<file path="src/rtl/pe_au_param.sv">
// PE arithmetic unit for the FIOS Montgomery datapath: pipelined WIDTH x WIDTH
// multiply with a selectable accumulate (zero, C, P, or P >> WIDTH).
module pe_au_param #(
  parameter  int WIDTH = 17,
  parameter  int GUARD = 2,
  parameter  int ABREG = 1,
  parameter  int MREG  = 1,
  parameter  int CREG  = 1,
  localparam int PW    = 2*WIDTH + GUARD,
  localparam int LAT   = ABREG + MREG + 1
) (
  input  logic             clock_i,
  input  logic             reset_n_i,
  input  logic             valid_i,
  input  logic [1:0]       mode_i,
  input  logic [WIDTH-1:0] a_i,
  input  logic [WIDTH-1:0] b_i,
  input  logic             c_en_i,
  input  logic [PW-1:0]    c_i,
  output logic             valid_o,
  output logic [PW-1:0]    p_o,
  output logic             carry_o
);

  localparam int PM = 2*WIDTH;
  localparam int D  = LAT - 1;              // control delay up to the P stage
  localparam int DS = (D == 0) ? 1 : D;
  localparam int AS = (ABREG == 0) ? 1 : ABREG;

  localparam logic [1:0] M_ZERO = 2'b00, M_ADDC = 2'b01, M_ADDP = 2'b10, M_ADDPSH = 2'b11;

  if (WIDTH < 2 || WIDTH > 26 || ABREG > 2 || ABREG < 0 || MREG > 1 || MREG < 0 ||
      CREG > 1 || CREG < 0) begin : g_bad_param
    $error("pe_au_param: illegal parameter combination");
  end

  logic [AS-1:0][WIDTH-1:0] a_q, b_q;
  logic [DS-1:0]            vld_pipe_q;
  logic [DS-1:0][1:0]       mode_q;
  logic [PM-1:0]            m_q;
  logic [PW-1:0]            c_q, p_q;
  logic                     carry_q, valid_q;

  logic [WIDTH-1:0] a_s, b_s;
  logic [PM-1:0]    prod, m_f;
  logic             vld_f;
  logic [1:0]       mode_f;
  logic [PW-1:0]    c_f, addend, p_d;
  logic [PW:0]      sum;
  logic             carry_d;

  // Stage taps: a zero-depth stage falls through to the raw input.
  assign a_s    = (ABREG == 0) ? a_i : a_q[AS-1];
  assign b_s    = (ABREG == 0) ? b_i : b_q[AS-1];
  assign prod   = PM'(a_s) * PM'(b_s);
  assign m_f    = (MREG == 0) ? prod : m_q;
  assign vld_f  = (D == 0) ? valid_i : vld_pipe_q[DS-1];
  assign mode_f = (D == 0) ? mode_i : mode_q[DS-1];
  assign c_f    = (CREG == 0) ? c_i : c_q;

  // P feedback is the live register, so back-to-back ops chain without stalls.
  always_comb begin
    addend = '0;
    unique case (mode_f)
      M_ZERO:   addend = '0;
      M_ADDC:   addend = c_f;
      M_ADDP:   addend = p_q;
      M_ADDPSH: addend = p_q >> WIDTH;
      default:  addend = '0;
    endcase
    sum = {1'b0, PW'(m_f)} + {1'b0, addend};
  end

  assign p_d     = sum[PW-1:0];
  assign carry_d = sum[PW];

  always_ff @(posedge clock_i) begin
    if (!reset_n_i) begin
      a_q        <= '0;
      b_q        <= '0;
      vld_pipe_q <= '0;
      mode_q     <= '0;
      m_q        <= '0;
      c_q        <= '0;
      p_q        <= '0;
      carry_q    <= 1'b0;
      valid_q    <= 1'b0;
    end else begin
      a_q[0] <= a_i;
      b_q[0] <= b_i;
      for (int s = 1; s < AS; s++) begin
        a_q[s] <= a_q[s-1];
        b_q[s] <= b_q[s-1];
      end
      vld_pipe_q[0] <= valid_i;
      mode_q[0]     <= mode_i;
      for (int s = 1; s < DS; s++) begin
        vld_pipe_q[s] <= vld_pipe_q[s-1];
        mode_q[s]     <= mode_q[s-1];
      end
      m_q <= prod;
      if (CREG != 0 && c_en_i) c_q <= c_i;
      valid_q <= vld_f;
      if (vld_f) begin
        p_q     <= p_d;
        carry_q <= carry_d;
      end
    end
  end

  assign valid_o = valid_q;
  assign p_o     = p_q;
  assign carry_o = carry_q;

endmodule

</file>
<file path="config.mk">
export PLATFORM = sky130hd
export DESIGN_NAME = pe_au_param
export DESIGN_NICKNAME = d
export VERILOG_FILES = /design/src/rtl/pe_au_param.sv
export SDC_FILE = /design/constraint.sdc
export NUM_CORES = 1
export LEC_CHECK = 0
export ABC_AREA = 1
export CAP_MARGIN = 15
export CELL_PAD_IN_SITES_DETAIL_PLACEMENT = 0
export CELL_PAD_IN_SITES_GLOBAL_PLACEMENT = 2
export CORE_MARGIN = 2
export CORE_UTILIZATION = 38
export CTS_CLUSTER_DIAMETER = 50
export DETAILED_ROUTE_END_ITERATION = 7
export PLACE_DENSITY = 0.87
export SLEW_MARGIN = 0
export SYNTH_ARGS = -nofsm -noshare
export SYNTH_HDL_FRONTEND = slang
export SYNTH_SLANG_ARGS = --single-unit
</file>
<file path="constraint.sdc">
create_clock -name clock_i -period 9.45 [get_ports clock_i]
set_input_delay 1.89 -clock clock_i [delete_from_list [all_inputs] [get_ports clock_i]]
set_output_delay 1.89 -clock clock_i [all_outputs]
set_load 0.005 [all_outputs]
</file>
==> impl_metrics.csv <==
group,metric,value,unit
critical_path,crit_family,"adder cells",
route,viasPerCell,4.786,
sta,tns,0,ps
route,drcViolationCount,0,
clock_tree,ctsResizeCount,0,
outcome,status,"complete, no violations",
floorplan,pin_count,114,
synthesis,synth_top_area_frac,0.2558,
critical_path,cpPeakStageDelay,950,ps
floorplan,fp.coreArea,45580,sq um
route,via_count,15100,
clock_tree,cts-root-buf,"clkbuf_16",
global_routing,grt_pass1_wl,85470,um
placed_design,hpwl,42050,um
critical_path,path_class,"flip-flop to flip-flop",
floorplan,die_area,48070,sq um
critical_path,cp_num_buf_inv,4,
floorplan,initial_utilization,0.3863,
placed_design,globalplace.congestion,0.9110,
power_and_ir_drop,sw_frac_of_total,0.4155,
sta,hold_viol_final,0,
synthesis,yosys.cell_types.count,40,
sta,tightest_slew,957.4,ps
layout,stdcell_area,19730,sq um
power_and_ir_drop,p_leak,10.96,nW
route,ant_nets,0,
route,wl_per_cell,16.85,um
clock_tree,path_clk_slew,70,ps
synthesis,syn_avg_cell_area,7.017,sq um
critical_path,cp_slowest_cell,"dfxtp_1",
power_and_ir_drop,pwr-share-seq,0.313,
layout,antennaDiodeCount,0,
power_and_ir_drop,power_density,125.2,nW/um^2
clock_tree,htree_levels,4,
sta,finalCritPeriodShare,0.6424,
layout,drive_above_1_share,0.03091,
critical_path,critPathMaxFanout,17,
floorplan,die_height,219.2,um
power_and_ir_drop,combPwrFrac,0.405,
placed_design,placed_cells,3124,
power_and_ir_drop,power.switching,1.027,mW
clock_tree,holdBufCountCts,0,
layout,fill_cells,4811,
global_routing,grt.total_usage,0.2344,
route,firstDrtPassIters,6,
synthesis,ys.flop_type,"dfxtp_1",
sta,clock_skew,19.31,ps
critical_path,cp.required,9830,ps
critical_path,end_kind,"flip-flop",
power_and_ir_drop,total_power,2.471,mW
floorplan,rows,78,
synthesis,seq_area_frac_synth,0.1683,
sta,max_freq,164.7,MHz
clock_tree,clk_latency,490,ps
synthesis,ys_seq_elements,148,
power_and_ir_drop,intPower,1.444,mW
hold_path,hold_path_class,"flip-flop to flip-flop",
critical_path,critPathArrivalTime,6450,ps
layout,final_cells,3156,
synthesis,yosysWarningCount,0,
clock_tree,clockBufferDepth,2,
sta,fin_crit,6071,ps
critical_path,crit_top_cell,"fa_1",
synthesis,yosysTopAreaCell,"fa_1",
synthesis,synth.most_common_cell,"nand2_1",
global_routing,antenna_found_initial,0,
layout,seq_area,2963,sq um
layout,multi_input_area,11920,sq um
synthesis,synth_cells,2509,
global_routing,grt_max_degree,67,
route,drt_iter0_markers,806,
synthesis,synth_edf_count,0,
power_and_ir_drop,p_clk_frac,0.281,
placed_design,pre_cts_ws,3376,ps
placed_design,placed_cell_area,19130,sq um
layout,final_core_util,0.4329,
sta,slew_violations,0,
clock_tree,post_cts_buffers,0,
sta,setup_violations,0,
synthesis,syn_area,17610,sq um
critical_path,crit_chain,"nand2_1, fa_1, fa_1, inv_1, fa_1, fa_1, fa_1, inv_1, fa_1, inv_1, ha_1, nand2_1, nor2_1, inv_1, nor3_1, nand4_1, nand3_1, nand2_1, nand2_1, nor2_1",
sta,rsz0062_at_grt,"no",
placed_design,io_buffers,113,
floorplan,die_width,219.2,um
layout,num-nets-final,2987,
synthesis,synth_nets,2952,
job,drv_cap,0,
global_routing,overflow,0,
synthesis,postSynth.asyncResetShare,0,
sta,layout_setup_ws,3379,ps
critical_path,start_kind,"flip-flop",
synthesis,synth_area_leaders,"fa_1 26%, dfxtp_1 17%, nand2_1 14%",
clock_tree,cts_tree,"built",
sta,slew-limit-headroom,0.3609,
layout,syn2layout_area_growth,12.06,%
route,drt_wl_total,53190,um
synthesis,yosys-top-cells-count,"651 x nand2_1, 614 x inv_1, 225 x fa_1",
clock_tree,cts_made_buffers,17,
sta,whs,421.0,ps
global_routing,grt_pass1_vias,15720,
clock_tree,cts_sinks,148,
power_and_ir_drop,ir_drop,0.0001160,V
[layout make-up]
type | instances | area share
Sequential cell | 148 | 0.1502
Multi-Input combinational cell | 1638 | 0.6043
Clock inverter | 10 | 0.004947
Inverter | 619 | 0.1178
Tap cell | 600 | 0.03805
Clock buffer | 21 | 0.02385
Timing Repair Buffer | 120 | 0.06088
[logic make-up after synthesis]
logic type,Yosys count,share of synthesized area
flops,148,0.1683
buf+inv,723,0.1545
fa+ha+maj,367,0.3568
xor+xnor,22,0.01094
compound gates,279,0.08727
simple gates,970,0.2222
[sequential cells by signal (all words and copies together), names as in the netlist]
signal / count
carry_o: 1
b_q: 17
valid_o: 1
p_o: 36
c_f: 36
a_q: 17
mode_q: 2
m_f: 34
mode_f: 2
vld_pipe_q: 2
[metal layers]
layer	GRT usage	vias up	wire [um]	share of wire
met4	0.08896	0	1566	0.029
met1	0.2957	7195	24050	0.45
met3	0.03659	69	1986	0.037
li1	-	7494	-	-
met5	0	-	0	0
met2	0.4028	346	25580	0.48
[power by group through the flow]
stage | clock network, mW | registers [mW] | logic, mW
finish | 0.695 | 0.774 | 1.00
CTS | 0.718 | 0.773 | 1.01
floorplan | 0 | 0.722 | 0.741
detailed placement | 0 | 0.787 | 0.999
global placement | 0 | 0.786 | 0.998
global route | 0.741 | 0.781 | 1.15
[worst register-to-register path: cells and delay by family, from the launching register on]
kind | cells | cell delay [ps]
simple gates | 9 | 1360
fa+ha+maj | 7 | 3420
flops | 1 | 950
buf+inv | 4 | 240
[cell usage in the layout, fill, tap and decap left out, types with 4 or more instances in the layout]
cell,instances
inv_1,614
nand2_1,651
o21bai_1,11
nand2_2,17
a21o_1,5
nand3_2,4
buf_4,7
dfxtp_1,148
nand4_1,6
xnor2_1,9
clkbuf_16,17
ha_1,142
o21ai_0,111
o221ai_1,12
a22o_1,4
nor2_1,203
nor3_1,13
a21oi_1,119
nand3_1,57
xor2_1,13
o211ai_1,7
nor2_2,7
clkdlybuf4s50_1,112
fa_1,225
[worst paths after layout]
check	from	endpoint	slack (ps)	depth (start not counted)
worst max register to register	b_q[2]	m_f[27]	3380	20
worst max-delay path	b_q[2]	m_f[27]	3380	20
worst min-delay path	mode_q[1]	mode_f[1]	420	2
worst min register to register	mode_q[1]	mode_f[1]	420	2
(Power assumes the default switching activity.)
